==> config.mk <==
export PLATFORM = sky130hd
export DESIGN_NAME = mlp_load_sequencer
export DESIGN_NICKNAME = d
export VERILOG_FILES = /design/src/rtl/mlp_pkg.sv /design/src/rtl/mlp_pair_packer.sv /design/src/rtl/mlp_load_sequencer.sv
export SDC_FILE = /design/constraint.sdc
export NUM_CORES = 1
export LEC_CHECK = 0
export ABC_CLOCK_PERIOD_IN_PS = 2680
export CAP_MARGIN = 20
export CORE_ASPECT_RATIO = 2
export CORE_MARGIN = 3
export CORE_UTILIZATION = 48
export CTS_BUF_LIST = sky130_fd_sc_hd__clkbuf_8
export DETAILED_ROUTE_END_ITERATION = 8
export PLACE_DENSITY = 0.79
export SLEW_MARGIN = 20
export SYNTH_ARGS = -nofsm -noshare
export SYNTH_HDL_FRONTEND = slang
export SYNTH_HIERARCHICAL = 1
export SYNTH_SLANG_ARGS = --single-unit
==> constraint.sdc <==
create_clock -name clk -period 2.68 [get_ports clk]
set_input_delay 0.536 -clock clk [delete_from_list [all_inputs] [get_ports clk]]
set_output_delay 0.536 -clock clk [all_outputs]
set_load 0.02 [all_outputs]
==> src/rtl/mlp_pkg.sv <==
// Shared types and sizing for the MLP load sequencer: FSM states, matrix
// dimensions and the sideband that travels with every load beat.
package mlp_pkg;

  localparam int N_ROWS   = 16;
  localparam int N_LAYERS = 8;
  localparam int ELEM_W   = 16;
  localparam int PAIRS    = N_ROWS / 2;

  localparam int ROW_W   = $clog2(N_ROWS);
  localparam int LAYER_W = $clog2(N_LAYERS);
  localparam int PAIR_W  = $clog2(PAIRS);

  typedef enum logic [1:0] {
    ST_IDLE,
    ST_IN,
    ST_W,
    ST_DONE
  } state_t;

  typedef struct packed {
    logic               ltype;
    logic [ROW_W-1:0]   row;
    logic [LAYER_W-1:0] layer;
    logic [PAIR_W-1:0]  wnum;
  } beat_side_t;

endpackage

==> src/rtl/mlp_pair_packer.sv <==
// Packs consecutive host elements into {second, first} load beats; the beat
// is registered so it appears one cycle after the second element is accepted.
module mlp_pair_packer
  import mlp_pkg::*;
(
  input  logic                clk,
  input  logic                rst_n,
  input  logic                accept_i,
  input  logic [ELEM_W-1:0]   data_i,
  output logic                pair_done_o,
  output logic                load_en_o,
  output logic [2*ELEM_W-1:0] payload_o
);

  logic                phase_q, phase_d;
  logic [ELEM_W-1:0]   low_q, low_d;
  logic [2*ELEM_W-1:0] payload_q, payload_d;
  logic                en_q, en_d;

  assign pair_done_o = accept_i && phase_q;
  assign load_en_o   = en_q;
  assign payload_o   = payload_q;

  // phase and low half survive any number of idle cycles between halves
  always_comb begin
    phase_d   = phase_q;
    low_d     = low_q;
    payload_d = payload_q;
    en_d      = 1'b0;
    if (accept_i) begin
      if (!phase_q) begin
        low_d   = data_i;
        phase_d = 1'b1;
      end else begin
        payload_d = {data_i, low_q};
        en_d      = 1'b1;
        phase_d   = 1'b0;
      end
    end
  end

  always_ff @(posedge clk) begin
    if (!rst_n) begin
      phase_q   <= 1'b0;
      low_q     <= '0;
      payload_q <= '0;
      en_q      <= 1'b0;
    end else begin
      phase_q   <= phase_d;
      low_q     <= low_d;
      payload_q <= payload_d;
      en_q      <= en_d;
    end
  end

endmodule

==> src/rtl/mlp_load_sequencer.sv <==
// Feeds the MLP accelerator: layer 0 alternates input and weight rows, later
// layers carry weight rows only; sideband is captured alongside each beat.
module mlp_load_sequencer
  import mlp_pkg::*;
(
  input  logic                clk,
  input  logic                rst_n,
  input  logic                start_i,
  input  logic                s_valid_i,
  input  logic [ELEM_W-1:0]   s_data_i,
  output logic                s_ready_o,
  output logic                load_en_o,
  output logic [2*ELEM_W-1:0] load_payload_o,
  output logic                load_type_o,
  output logic [ROW_W-1:0]    input_load_number_o,
  output logic [LAYER_W-1:0]  layer_number_o,
  output logic [PAIR_W-1:0]   weight_number_o,
  output logic                busy_o,
  output logic                done_o
);

  state_t             state_q, state_d;
  logic [ROW_W-1:0]   row_q, row_d;
  logic [LAYER_W-1:0] layer_q, layer_d;
  logic [PAIR_W-1:0]  pair_q, pair_d;
  logic               last_q, last_d;
  beat_side_t         side_q, side_d;
  logic               accept;
  logic               pair_done;

  // last_q covers the cycle where the final beat is on the bus: still busy,
  // but no further elements may be taken
  assign busy_o    = (state_q == ST_IN) || (state_q == ST_W);
  assign s_ready_o = busy_o && !last_q;
  assign accept    = s_valid_i && s_ready_o;
  assign done_o    = (state_q == ST_DONE);

  assign load_type_o         = side_q.ltype;
  assign input_load_number_o = side_q.row;
  assign layer_number_o      = side_q.layer;
  assign weight_number_o     = side_q.wnum;

  mlp_pair_packer u_packer (
    .clk         (clk),
    .rst_n       (rst_n),
    .accept_i    (accept),
    .data_i      (s_data_i),
    .pair_done_o (pair_done),
    .load_en_o   (load_en_o),
    .payload_o   (load_payload_o)
  );

  always_comb begin
    state_d = state_q;
    row_d   = row_q;
    layer_d = layer_q;
    pair_d  = pair_q;
    last_d  = last_q;
    side_d  = side_q;
    case (state_q)
      ST_IDLE: begin
        if (start_i) begin
          state_d = ST_IN;
          row_d   = '0;
          layer_d = '0;
          pair_d  = '0;
          last_d  = 1'b0;
        end
      end
      ST_IN: begin
        if (pair_done) begin
          side_d = '{ltype: 1'b1, row: row_q, layer: layer_q, wnum: '0};
          if (pair_q == PAIR_W'(PAIRS - 1)) begin
            pair_d  = '0;
            state_d = ST_W;
          end else begin
            pair_d = pair_q + PAIR_W'(1);
          end
        end
      end
      ST_W: begin
        if (last_q) begin
          state_d = ST_DONE;
        end else if (pair_done) begin
          side_d = '{ltype: 1'b0, row: row_q, layer: layer_q, wnum: pair_q};
          if (pair_q != PAIR_W'(PAIRS - 1)) begin
            pair_d = pair_q + PAIR_W'(1);
          end else begin
            pair_d = '0;
            if (row_q != ROW_W'(N_ROWS - 1)) begin
              row_d = row_q + ROW_W'(1);
              if (layer_q == '0) state_d = ST_IN;
            end else if (layer_q == LAYER_W'(N_LAYERS - 1)) begin
              last_d = 1'b1;
            end else begin
              row_d   = '0;
              layer_d = layer_q + LAYER_W'(1);
            end
          end
        end
      end
      ST_DONE: begin
        state_d = ST_IDLE;
        last_d  = 1'b0;
      end
      default: state_d = ST_IDLE;
    endcase
  end

  always_ff @(posedge clk) begin
    if (!rst_n) begin
      state_q <= ST_IDLE;
      row_q   <= '0;
      layer_q <= '0;
      pair_q  <= '0;
      last_q  <= 1'b0;
      side_q  <= '0;
    end else begin
      state_q <= state_d;
      row_q   <= row_d;
      layer_q <= layer_d;
      pair_q  <= pair_d;
      last_q  <= last_d;
      side_q  <= side_d;
    end
  end

endmodule

# --- Word level (Yosys, flattened, before mapping) ---
# Cells that the tools add are included.
totals:
  input_bits: 20
  reg_bits: 74
  out_inout_bits: 47
  word_cells: 99
op_classes:
  n_bitwise: 1
  muxes: 42
  n_addsub: 3
  n_eq_ne: 20
  reduce_logical: 20
ops:
  columns: ["cell", "n"]
  rows:
  - ["$mux W11", 3]
  - ["$mux W3", 11]
  - ["$mux W4", 6]
  - ["$pmux W11 S2", 1]
  - ["$mux W2", 8]
  - ["$ne A2 B2 Y1 const B", 7]
  - ["$reduce_and A7 Y1", 2]
  - ["$ne A3 B3 Y1 const B", 4]
  - ["$pmux W3 S3", 1]
  - ["$mux W1", 8]
  - ["$pmux W2 S4", 1]
  - ["$pmux W4 S2", 1]
  - ["$reduce_and A2 Y1", 4]
  - ["$add A3 B1 Y3 const B", 2]
  - ["$eq A3 B3 Y1 const B", 2]
  - ["$ne A3 B2 Y1 const B", 2]
  - ["$pmux W3 S2", 1]
  - ["$reduce_and A6 Y1", 1]
  - ["$reduce_bool A3 Y1", 2]
  - ["$reduce_and A5 Y1", 1]
  - ["$add A4 B1 Y4 const B", 1]
  - ["$eq A2 B2 Y1 const B", 2]
  - ["$ne A4 B4 Y1 const B", 1]
  - ["$reduce_and A4 Y1", 1]
  - ["other kinds (10)", 13]

# --- Logic depth before layout (Yosys ltp) ---
# Gate-level depths: netlist (run 1).
logic_depth:
  ltp_word: 8
  depth_mapped: 13
  mapped_depth_nobuf: 10

# --- Cells and area by module ---
# The synthesis (run 1) kept the hierarchy.
by_module_without_submodules:
  columns: ["module", "instances", "seq_area_each_um2", "area_each_um2", "cells_per_inst"]
  rows:
  - ["mlp_pair_packer", 1, 1001.0, 1898.1, 180]
  - ["mlp_load_sequencer", 1, 480.5, 1360.1, 154]

# --- Least setup slack after synthesis (run 1) ---
# No wires, ideal clock.
synth_timing:
  kind: "register to register"
  start: "reg state_q[0]"
  end: "reg layer_q[0]"
  arrival_ns: 3.014
  setup_slack_ns: -0.410
  path_stages_with_launch: 13
  cell_sequence: "dfxtp_1 > inv_1 > ha_1 > inv_1 > nor2_1 > and2_1 > and2_4 > buf_6 > buf_12 > nand2b_2 > or4_4 > or4_1 > a31oi_1"
synth_via:
  elab_chain_len: 7
  word_cells_on_any_way: 16
  cone_classes: "eq/ne: 8; mux: 1; reduce/logical: 7"
synth_lines:
  columns: ["element", "line", "rtl"]
  rows:
  - ["start, declared", "mlp_load_sequencer.sv:22", "state_t state_q, state_d;"]
  - ["start signal, assigned", "mlp_load_sequencer.sv:119", "state_q <= state_d;"]
  - ["$eq A2 B1 Y1 / $eq A2 B2 Y1 (equally long branches)", "mlp_load_sequencer.sv:33", "assign busy_o = (state_q == ST_IN) || (state_q == ST_W);"]
  - ["$logic_or A1 B1 Y1 (*)", "mlp_load_sequencer.sv:33", null]
  - ["named net busy_o", "mlp_load_sequencer.sv:18", "output logic busy_o,"]
  - ["$logic_and A1 B1 Y1 (*)", "mlp_load_sequencer.sv:34", "assign s_ready_o = busy_o && !last_q;"]
  - ["named net s_ready_o", "mlp_load_sequencer.sv:11", "output logic s_ready_o,"]
  - ["$logic_and A1 B1 Y1 (*)", "mlp_load_sequencer.sv:35", "assign accept = s_valid_i && s_ready_o;"]
  - ["named net accept", "mlp_load_sequencer.sv:28", "logic accept;"]
  - ["$logic_and A1 B1 Y1 (*)", "mlp_pair_packer.sv:20", "assign pair_done_o = accept_i && phase_q;"]
  - ["named net pair_done", "mlp_load_sequencer.sv:29", "logic pair_done;"]
  - ["$ne A2 B2 Y1 (no line) (*)", null, null]
  - ["$reduce_and A7 Y1 (no line) (*)", null, null]
  - ["end signal, assigned", "mlp_load_sequencer.sv:121", "layer_q <= layer_d;"]
  - ["end, declared", "mlp_load_sequencer.sv:24", "logic [LAYER_W-1:0] layer_q, layer_d;"]
# Mark *: on every way through the listed nets, which the timed path passes. The rest lies on a longest branch.
# A chain may end at the register's enable or synchronous reset.

# --- Worst setup path in the final report (run 1) ---
layout_timing:
  start: "reg state_q[0]"
  end: "reg layer_q[0]"
layout_via:
  elab_chain_len: 7
  word_cells_on_any_way: 16
  cone_classes: "eq/ne: 8; mux: 1; reduce/logical: 7"
layout_lines:
  columns: ["element", "line"]
  rows:
  - ["$eq A2 B1 Y1 / $eq A2 B2 Y1 (equally long branches)", "mlp_load_sequencer.sv:33"]
  - ["$logic_or A1 B1 Y1 (*)", "mlp_load_sequencer.sv:33"]
  - ["$logic_and A1 B1 Y1 (*)", "mlp_load_sequencer.sv:34"]
  - ["$logic_and A1 B1 Y1 (*)", "mlp_load_sequencer.sv:35"]
  - ["named net accept", "mlp_load_sequencer.sv:28"]
  - ["$logic_and A1 B1 Y1 (*)", "mlp_pair_packer.sv:20"]
  - ["named net pair_done", "mlp_load_sequencer.sv:29"]
  - ["$ne A2 B2 Y1 (no line) (*)", null]
  - ["$reduce_and A7 Y1 (no line) (*)", null]
# Marked as above.

==> results of run 1 <==
-- worst reg2reg max path, cell delays in order (launching register included) --
cell and delay [ps]:
dfxtp_2 390, inv_2 70, ha_4 290, inv_2 60
nor2_4 110, and2_4 150, and2_4 180, nand2b_2 100
or4_4 470, or4_1 440, a31oi_1 160
-- cell type report --
type / count / area (µm²) / share of cell area (%)
Clock buffer: 12 / 165 / 3.92
Timing Repair Buffer: 75 / 723 / 17.2
Inverter: 9 / 33.8 / 0.802
Tap cell: 86 / 108 / 2.55
Sequential cell: 74 / 1480 / 35.2
Multi-Input combinational cell: 232 / 1580 / 37.5
Clock inverter: 4 / 120 / 2.85
-- Yosys cell counts (2+ instances only) --
cell	n
and2_1	4
a21oi_1	7
nand3_1	9
nand2_1	74
nor3_1	4
dfxtp_1	74
inv_1	8
clkbuf_8	3
mux2i_1	60
o21ai_0	9
a211oi_1	2
buf_2	8
or3_1	2
nor2_1	16
buf_6	2
ha_1	12
nand2b_1	2
nor2b_1	4
a31oi_1	5
buf_12	4
-- cells in the final DEF, fill, tap and decap left out, types with 3 or more instances in the layout --
cell type        instances
ha_1                    11
nand3_1                  9
a31oi_1                  5
clkdlybuf4s50_1         65
nor2_1                  15
and2_1                   3
inv_2                    3
nor3_1                   4
clkbuf_8                12
bufinv_16                4
nor2b_1                  3
buf_4                    9
inv_1                    5
o21ai_0                  9
nand2_1                 74
a21oi_1                  7
mux2i_1                 60
dfxtp_1                 72
-- final timing paths --
| check | start | endpoint | slack (ps) | depth (start not counted) |
|---|---|---|---|---|
| hold / removal | u_packer/payload_o[24]$_SDFFE_PN0P_ | u_packer/payload_o[24]$_SDFFE_PN0P_ | 460 | 2 |
| setup reg to reg | state_q[0]$_SDFFE_PN0P_ | layer_q[0]$_SDFFE_PN0P_ | 200 | 10 |
| hold reg to reg | u_packer/payload_o[24]$_SDFFE_PN0P_ | u_packer/payload_o[24]$_SDFFE_PN0P_ | 460 | 2 |
| setup / recovery | state_q[0]$_SDFFE_PN0P_ | layer_q[0]$_SDFFE_PN0P_ | 200 | 10 |
-- cell families after synthesis --
family / after synthesis
simple gates: 126
flops: 74
mux: 60
compound gates: 34
buf+inv: 28
fa+ha+maj: 12
-- through the flow --
step | cell area (µm²) | setup slack, ps | total power (W) | cells
after floorplan | 3290 | 5.81 | 0.00209 | 334
after global placement | 3930 | 202 | 0.00229 | 476
after detailed placement | 3930 | 132 | 0.00232 | 476
after CTS | 4210 | 215 | 0.00353 | 492
after global routing | 4210 | 117 | 0.00366 | 492
final | 4210 | 204 | 0.00349 | 492
-- report_power, final --
group	switching [W]	leakage [nW]	total (W)	internal, W
Combinational	0.000549	0.792	0.00103	0.000477
Clock	0.000412	0.143	0.00120	0.000789
Sequential	0.0000566	0.599	0.00126	0.00121
Total	0.00102	1.53	0.00349	0.00247
-- state kept, by name (all words and copies together) (netlist names) --
name / flops
u_packer/payload_o: 32
u_packer/low_q: 16
input_load_number_o: 4
row_q: 4
layer_number_o: 3
layer_q: 3
pair_q: 3
weight_number_o: 3
state_q: 2
last_q: 1
load_type_o: 1
u_packer/load_en_o: 1
u_packer/phase_q: 1
-- routing by layer --
metal | global-route usage, % | vias to the layer above
li1 | - | 1266
met1 | 19.6 | 1168
met2 | 34.6 | 68
met3 | 5.68 | 18
met4 | 11.1 | 0
met5 | 0 | -
==> impl_metrics.env, run 1 <==
export IMPL_synth_top_cell_by_area="dfxtp_1"
export IMPL_drive_gt1_share_pct=10.8
export IMPL_crit_required_ps=2960
export IMPL_num_vias=2520
export IMPL_drtIter0Drc=138
export IMPL_setup_viol=0
export IMPL_die_x_um=64.3
export IMPL_synthesis_nets=366
export IMPL_die_area_um2=7870
export IMPL_grt_overflow=0
export IMPL_ys_top_cells_by_area="dfxtp_1 (45%), mux2i_1 (18%), nand2_1 (8.5%)"
export IMPL_p_per_area_nw_per_um2=828
export IMPL_cts_resized_gates=0
export IMPL_clock_latency_ps=350
export IMPL_skew_ps=6.09
export IMPL_post_route_period_util_pct=92.4
export IMPL_hp_class="flop to flop"
export IMPL_globalplace_congestion=0.785
export IMPL_syn_avg_cell_area_um2=9.75
export IMPL_antenna_cells=0
export IMPL_p_leak_nw=1.53
export IMPL_wl_met1_um=2580
export IMPL_cpMaxStageDelayCell="or4_4"
export IMPL_status="finished clean"
export IMPL_synth_mux_area_fraction_pct=18.4
export IMPL_drc_errors=0
export IMPL_first_pass_iters=4
export IMPL_cp_top_family="simple AND/OR/NAND/NOR gates"
export IMPL_synth_cells=334
export IMPL_routed_via_density=5.12
export IMPL_cts_root_buf="clkbuf_8"
export IMPL_criticalPathCategory="flop to flop"
export IMPL_synthAdderAreaFrac_pct=4.61
export IMPL_io_buffers=66
export IMPL_whs_ps=462
export IMPL_start_util_pct=50.4
export IMPL_clock_path_buffers=2
export IMPL_ys_ff_latch=74
export IMPL_cp_start_kind="flop"
export IMPL_grt_max_degree=67
export IMPL_grt_pass1_wl_um=11800
export IMPL_ios=67
export IMPL_synth_edf_count=0
export IMPL_synth_ff_type="dfxtp_1"
export IMPL_yosysWarnings=6
export IMPL_hold_buffers=0
export IMPL_synthToLayoutAreaGrowth_pct=29.3
export IMPL_rsz0062_at_grt="false"
export IMPL_grtUsageTotal_pct=19.4
export IMPL_drt_total_wl_um=6950
export IMPL_antenna_found_initial=0
export IMPL_numCtsBuffers=9
export IMPL_final_nets=433
export IMPL_tightest_slew_ps=624
export IMPL_synth_cell_types=45
export IMPL_drv_cap=0
export IMPL_clk_pin_slew_ps=80
export IMPL_end_kind="flop"
export IMPL_ys_seq_area_share_pct=45.5
export IMPL_cts_sinks=74
export IMPL_wl_met2_um=3760
export IMPL_slowest_delay_ps=470
export IMPL_syn_area_um2=3260
export IMPL_finalCoreUtilization_pct=65.2
export IMPL_peakVddDrop_mv=0.465
export IMPL_clock_fmax_mhz=404
export IMPL_grt_pass1_vias=2541
export IMPL_maxSlewHeadroom_pct=58.4
export IMPL_highest_layer="met4"
export IMPL_wl_per_cell_um=14.1
export IMPL_async_flop_share_pct=0
export IMPL_core_area_um2=6460
export IMPL_crit_path_max_fanout=7
export IMPL_dp_hpwl_um=5050
export IMPL_arrival_ps=2760
export IMPL_setup_tns_ps=0
export IMPL_slew_viol_final=0
export IMPL_synth_compound_area_share_pct=6.84
export IMPL_synth_xor_area_share_pct=0
export IMPL_synthSimpleGateAreaFrac_pct=17.6
export IMPL_die_y_um=123
export IMPL_num_rows=41
export IMPL_htree_levels=3
export IMPL_route_met3_wl_um=376
export IMPL_ant_nets=0
export IMPL_period_minus_slack_ps=2480
export IMPL_yosysTopAreaCellShare_pct=45.5
export IMPL_cts_tree="done"
export IMPL_crit_buf_inv=2
export IMPL_hold_violations=0
export IMPL_synth_top_family_by_area="multiplexers"
export IMPL_crit_chain="inv_2 > ha_4 > inv_2 > nor2_4 > and2_4 > and2_4 > nand2b_2 > or4_4 > or4_1 > a31oi_1"
export IMPL_postCtsSetupBuffers=0
export IMPL_num_fill_cells=565
No activity file was read; power rests on OpenSTA's default activity.
==> inputs of run 2 (changes only) <==
SETUP_SLACK_MARGIN = 0.2   (was not set)
==> run 2 against run 1 <==
Sequential power barely moved. Largest power group unchanged. Via count grew 0.87%. Critical path type is now flop to output pin. Count of clock-buffer cells in the layout decreased by 3. Largest cell class unchanged. Clock power is 25% lower. First-iteration DRC count down 25%. Critical endpoint is now s_ready_o. Register-to-register slack gained 96 ps. Core utilization fell by 0.72 points. Wire length shrank 1.8%. Flip-flop and latch count unchanged.
==> impl_metrics.env, run 2 (same netlist as run 1, synthesis figures left out) <==
export IMPL_die_x_um=64.3
export IMPL_min_from="u_packer/payload_o[30]$_SDFFE_PN0P_"
export IMPL_io_buffers=66
export IMPL_grt_max_degree=69
export IMPL_slowest_delay_ps=630
export IMPL_cp_start_kind="flop"
export IMPL_r2r_slack_ps=300
export IMPL_peakVddDrop_mv=0.440
export IMPL_setup_viol=0
export IMPL_period_minus_slack_ps=2400
export IMPL_r2r_start="state_q[1]$_SDFFE_PN0P_"
export IMPL_num_vias=2542
export IMPL_die_area_um2=7870
export IMPL_clock_latency_ps=350
export IMPL_num_rows=41
export IMPL_rsz0062_at_grt="false"
export IMPL_hold_violations=0
export IMPL_tightest_slew_ps=620
export IMPL_end_kind="output pin"
export IMPL_final_cell_mix="nand2_1 (74), dfxtp_1 (72), clkdlybuf4s50_1 (65)"
export IMPL_drt_total_wl_um=6830
export IMPL_r2r_end="layer_q[0]$_SDFFE_PN0P_"
export IMPL_die_y_um=123
export IMPL_crit_buf_inv=3
export IMPL_first_pass_iters=4
export IMPL_ant_nets=0
export IMPL_cpMaxStageDelayCell="clkdlybuf4s50_1"
export IMPL_cts_root_buf="clkbuf_8"
export IMPL_skew_ps=8.34
export IMPL_status="finished clean"
export IMPL_criticalPathCategory="flop to output pin"
export IMPL_r2r_cells=10
export IMPL_clk_pin_slew_ps=70
export IMPL_p_per_area_nw_per_um2=779
export IMPL_post_route_period_util_pct=89.7
export IMPL_min_path_cells=2
export IMPL_slew_viol_final=0
export IMPL_wl_met2_um=3600
export IMPL_maxSlewHeadroom_pct=58.7
export IMPL_grt_overflow=0
export IMPL_grt_pass1_vias=2446
export IMPL_hold_buffers=0
export IMPL_final_nets=436
export IMPL_dp_hpwl_um=4880
export IMPL_drtIter0Drc=104
export IMPL_num_fill_cells=558
export IMPL_ios=67
export IMPL_crit_path_max_fanout=5
export IMPL_drv_cap=0
export IMPL_setup_tns_ps=0
export IMPL_hold_end="u_packer/payload_o[30]$_SDFFE_PN0P_"
export IMPL_antenna_found_initial=0
export IMPL_layout_commonest_cell="nand2_1"
export IMPL_drc_errors=0
export IMPL_numCtsBuffers=9
export IMPL_grt_pass1_wl_um=11300
export IMPL_route_met3_wl_um=409
export IMPL_clock_path_buffers=2
export IMPL_p_leak_nw=1.52
export IMPL_htree_levels=3
export IMPL_whs_ps=461
export IMPL_cp_top_family="buffers and inverters"
export IMPL_globalplace_congestion=0.854
export IMPL_start_util_pct=50.4
export IMPL_antenna_cells=0
export IMPL_synthToLayoutAreaGrowth_pct=27.8
export IMPL_drive_gt1_share_pct=10.8
export IMPL_wl_per_cell_um=13.8
export IMPL_hp_class="flop to flop"
export IMPL_routed_via_density=5.15
export IMPL_cts_sinks=74
export IMPL_crit_required_ps=2140
export IMPL_core_area_um2=6460
export IMPL_largest_register_ffs=32
export IMPL_highest_layer="met4"
export IMPL_clock_fmax_mhz=416
export IMPL_crit_chain="inv_2 > ha_4 > inv_4 > nor2_4 > clkdlybuf4s50_1"
export IMPL_cts_tree="done"
export IMPL_wl_met1_um=2670
export IMPL_grtUsageTotal_pct=18.4
export IMPL_arrival_ps=1870
==> run 2: changes by cell type in the layout (fill, tap and decap cells not counted), moves of 2 or more <==
| cell | delta |
|---|---|
| buf_4 | +3 |
| clkbuf_8 | -3 |
| inv_1 | +3 |
| bufinv_16 | -2 |
| dfxtp_2 | -2 |
| dfxtp_4 | +2 |
==> run 2: area by class of cell <==
| cell class | count | area (µm²) | share of cell area, % |
|---|---|---|---|
| tap | 86 | 108 | 2.58 |
| multi-input combinational | 232 | 1590 | 38.1 |
| inverter | 9 | 36.3 | 0.871 |
| clock buffer | 9 | 124 | 2.97 |
| timing repair buffer | 78 | 746 | 17.9 |
| clock inverter | 6 | 76.3 | 1.83 |
| sequential | 74 | 1490 | 35.7 |
==> run 2: how the worst max path moves through the flow <==
stage	startpoint	endpoint	depth (start not counted)
2_1_floorplan	state_q[1]$_SDFFE_PN0P_	layer_q[0]$_SDFFE_PN0P_	12
3_3_place_gp	s_valid_i	layer_q[0]$_SDFFE_PN0P_	7
3_5_place_dp	s_valid_i	layer_q[0]$_SDFFE_PN0P_	7
4_1_cts	state_q[0]$_SDFFE_PN0P_	s_ready_o	5
5_1_grt	state_q[1]$_SDFFE_PN0P_	layer_q[0]$_SDFFE_PN0P_	10
6_report	state_q[1]$_SDFFE_PN0P_	s_ready_o	5
==> run 2: where the power goes <==
group	switching, W	internal (W)	leakage, nW	total, W
combinational	0.000569	0.000513	0.812	0.00108
clock	0.000389	0.000507	0.113	0.000897
sequential	0.0000546	0.00121	0.599	0.00127
total	0.00101	0.00223	1.52	0.00324
==> run 2: what timing repair did <==
action	in CTS	in global routing
setup endpoints to repair	0	1
buffers inserted	0	3
resized for setup	0	2
==> run 2: worst register-to-register path: cells and delay by family (launching register included) <==
kind | cells | cell delay (ps)
simple gates | 6 | 1400
compound gates | 1 | 130
fa+ha+maj | 1 | 290
flops | 1 | 370
buf+inv | 2 | 110
==> run 2: per-stage QoR <==
stage	instances	total power [W]	worst slack, ps	cell area (µm²)	util [%]
floorplan	334	0.00210	45.9	3300	-
global placement	476	0.00233	207	3940	60.9
detailed placement	476	0.00235	180	3940	60.9
CTS	491	0.00324	249	4140	64.0
global route	494	0.00340	197	4170	64.4
finish	494	0.00324	275	4170	64.4
==> run 2: routing by layer <==
| metal | up-vias | track usage [%] |
|---|---|---|
| met5 | - | 0 |
| met3 | 12 | 7.14 |
| met2 | 84 | 31.9 |
| li1 | 1271 | - |
| met1 | 1175 | 19.5 |
| met4 | 0 | 8.34 |
==> inputs of run 3 (changes only) <==
CORE_UTILIZATION = 38   (was 48)
PLACE_DENSITY = 0.65   (was 0.79)
==> run 3 against run 2 <==
Cell count increased by 2.0%. Clock skew decreased by 1.7 ps. Global-route usage decreased by 2.5 points. Sequential power about the same. Sequential share of layout area increased by 0.17 points. Largest cell class unchanged. First-iteration DRC count increased by 17%. Critical path depth increased by 5. Wire length increased by 5.9%. Combinational power about the same.
==> impl_metrics.env, run 3 (same netlist as run 1, synthesis figures left out) <==
export IMPL_status="finished clean"
export IMPL_cpMaxStageDelayCell="or4_4"
export IMPL_die_y_um=137
export IMPL_clock_fmax_mhz=420
export IMPL_routed_via_density=5.02
export IMPL_multi_input_area_um2=1580
export IMPL_num_rows=47
export IMPL_grtUsageTotal_pct=15.9
export IMPL_r2r_end="layer_q[0]$_SDFFE_PN0P_"
export IMPL_setup_viol=0
export IMPL_r2r_cells=10
export IMPL_drt_total_wl_um=7230
export IMPL_crit_start="state_q[0]$_SDFFE_PN0P_"
export IMPL_clock_latency_ps=340
export IMPL_crit_chain="inv_2 > ha_4 > inv_4 > nor2_4 > and2_4 > and2_4 > nand2b_4 > or4_4 > or4_1 > a31oi_1"
export IMPL_drc_errors=0
export IMPL_post_route_period_util_pct=88.9
export IMPL_p_leak_nw=1.49
export IMPL_drv_cap=0
export IMPL_maxSlewHeadroom_pct=46.3
export IMPL_core_area_um2=8290
export IMPL_wl_per_cell_um=14.3
export IMPL_start_util_pct=39.3
export IMPL_grt_max_degree=39
export IMPL_antenna_found_initial=0
export IMPL_io_buffers=66
export IMPL_peakVddDrop_mv=0.435
export IMPL_r2r_start="state_q[0]$_SDFFE_PN0P_"
export IMPL_hold_buffers=0
export IMPL_globalplace_congestion=0.800
export IMPL_p_per_area_nw_per_um2=747
export IMPL_grt_pass1_vias=2593
export IMPL_ant_nets=0
export IMPL_tightest_slew_ps=783
export IMPL_crit_path_max_fanout=6
export IMPL_whs_ps=461
export IMPL_crit_required_ps=2940
export IMPL_hold_violations=0
export IMPL_num_fill_cells=793
export IMPL_final_nets=433
export IMPL_numCtsBuffers=9
export IMPL_htree_levels=3
export IMPL_clk_pin_slew_ps=80
export IMPL_end_kind="flop"
export IMPL_cts_root_buf="clkbuf_8"
export IMPL_clock_path_buffers=2
export IMPL_finalCoreUtilization_pct=50.0
export IMPL_rsz0062_at_grt="false"
export IMPL_final_cell_mix="nand2_1 (74), dfxtp_1 (72), clkdlybuf4s50_1 (65)"
export IMPL_antenna_cells=0
export IMPL_hp_class="flop to flop"
export IMPL_period_minus_slack_ps=2380
export IMPL_arrival_ps=2650
export IMPL_num_vias=2530
export IMPL_drtIter0Drc=122
export IMPL_cts_tree="done"
export IMPL_criticalPathCategory="flop to flop"
export IMPL_largest_register_ffs=32
export IMPL_dp_hpwl_um=5300
export IMPL_grt_pass1_wl_um=12200
export IMPL_r2r_slack_ps=300
export IMPL_crit_top_cell="and2_4"
export IMPL_drive_gt1_share_pct=10.6
export IMPL_cts_sinks=74
export IMPL_setup_tns_ps=0
export IMPL_layout_commonest_cell="nand2_1"
export IMPL_seq_area_um2=1490
export IMPL_slew_viol_final=0
export IMPL_die_x_um=71.5
export IMPL_die_area_um2=9790
export IMPL_cp_start_kind="flop"
export IMPL_synthToLayoutAreaGrowth_pct=27.2
export IMPL_worstSetupEndpoint="layer_q[0]$_SDFFE_PN0P_"
export IMPL_first_pass_iters=4
export IMPL_grt_overflow=0
export IMPL_ios=67
export IMPL_slowest_delay_ps=450
export IMPL_skew_ps=6.64
==> run 3: cell count changes in the layout (fill, tap and decap cells not counted), sizes merged <==
cell and change:
buf -3, clkbuf +1, clkinvlp +2, bufinv -2
==> run 3: power breakdown <==
group,internal [W],leakage [nW],total [W],switching [W]
registers,0.00121,0.599,0.00127,0.0000589
logic,0.000485,0.797,0.00105,0.000561
clock network,0.000363,0.0905,0.000782,0.000420
==> run 3: worst max-delay path, delay by kind of cell (launching register included) <==
kind            cells  cell delay [ps]
compound gates      1              170
buf+inv             2              110
fa+ha+maj           1              290
flops               1              380
simple gates        6             1350
==> run 3: timing repair <==
item,4_1_cts,5_1_grt
endpoints found under the setup margin,0,1
gates resized for setup,0,1
setup buffers,0,1
==> run 3: how the worst min path moves through the flow <==
| stage | from | end | slack (ps) | cells after the start |
|---|---|---|---|---|
| 2_1_floorplan | u_packer/low_q[0]$_SDFFE_PN0P_ | u_packer/low_q[0]$_SDFFE_PN0P_ | 440 | 2 |
| 3_3_place_gp | u_packer/payload_o[18]$_SDFFE_PN0P_ | u_packer/payload_o[18]$_SDFFE_PN0P_ | 440 | 2 |
| 3_5_place_dp | u_packer/payload_o[17]$_SDFFE_PN0P_ | u_packer/payload_o[17]$_SDFFE_PN0P_ | 450 | 2 |
| 4_1_cts | u_packer/payload_o[30]$_SDFFE_PN0P_ | u_packer/payload_o[30]$_SDFFE_PN0P_ | 460 | 2 |
| 5_1_grt | u_packer/payload_o[22]$_SDFFE_PN0P_ | u_packer/payload_o[22]$_SDFFE_PN0P_ | 480 | 2 |
| 6_report | u_packer/payload_o[30]$_SDFFE_PN0P_ | u_packer/payload_o[30]$_SDFFE_PN0P_ | 460 | 2 |
==> run 3: final cells by class <==
class	count	area share, %
Timing Repair Buffer	75	17.7
Clock buffer	10	3.32
Sequential cell	74	35.9
Clock inverter	6	0.996
Tap cell	98	2.96
Inverter	9	0.875
Multi-Input combinational cell	232	38.2
==> run 3: metrics by stage <==
step	total power, W	area [µm²]	worst slack, ps	cells
floorplan	0.00210	3300	45.9	334
global route	0.00328	4150	209	504
detailed placement	0.00235	3940	172	487
CTS	0.00314	4120	255	503
global placement	0.00232	3940	198	487
finish	0.00310	4150	297	504
==> run 3: layer usage <==
metal	track usage, %	up-vias	share of wire [%]
met5	0	-	0
met4	7.01	0	2.0
met3	5.00	12	4.7
met2	29.0	60	56
met1	16.2	1189	38
li1	-	1269	-
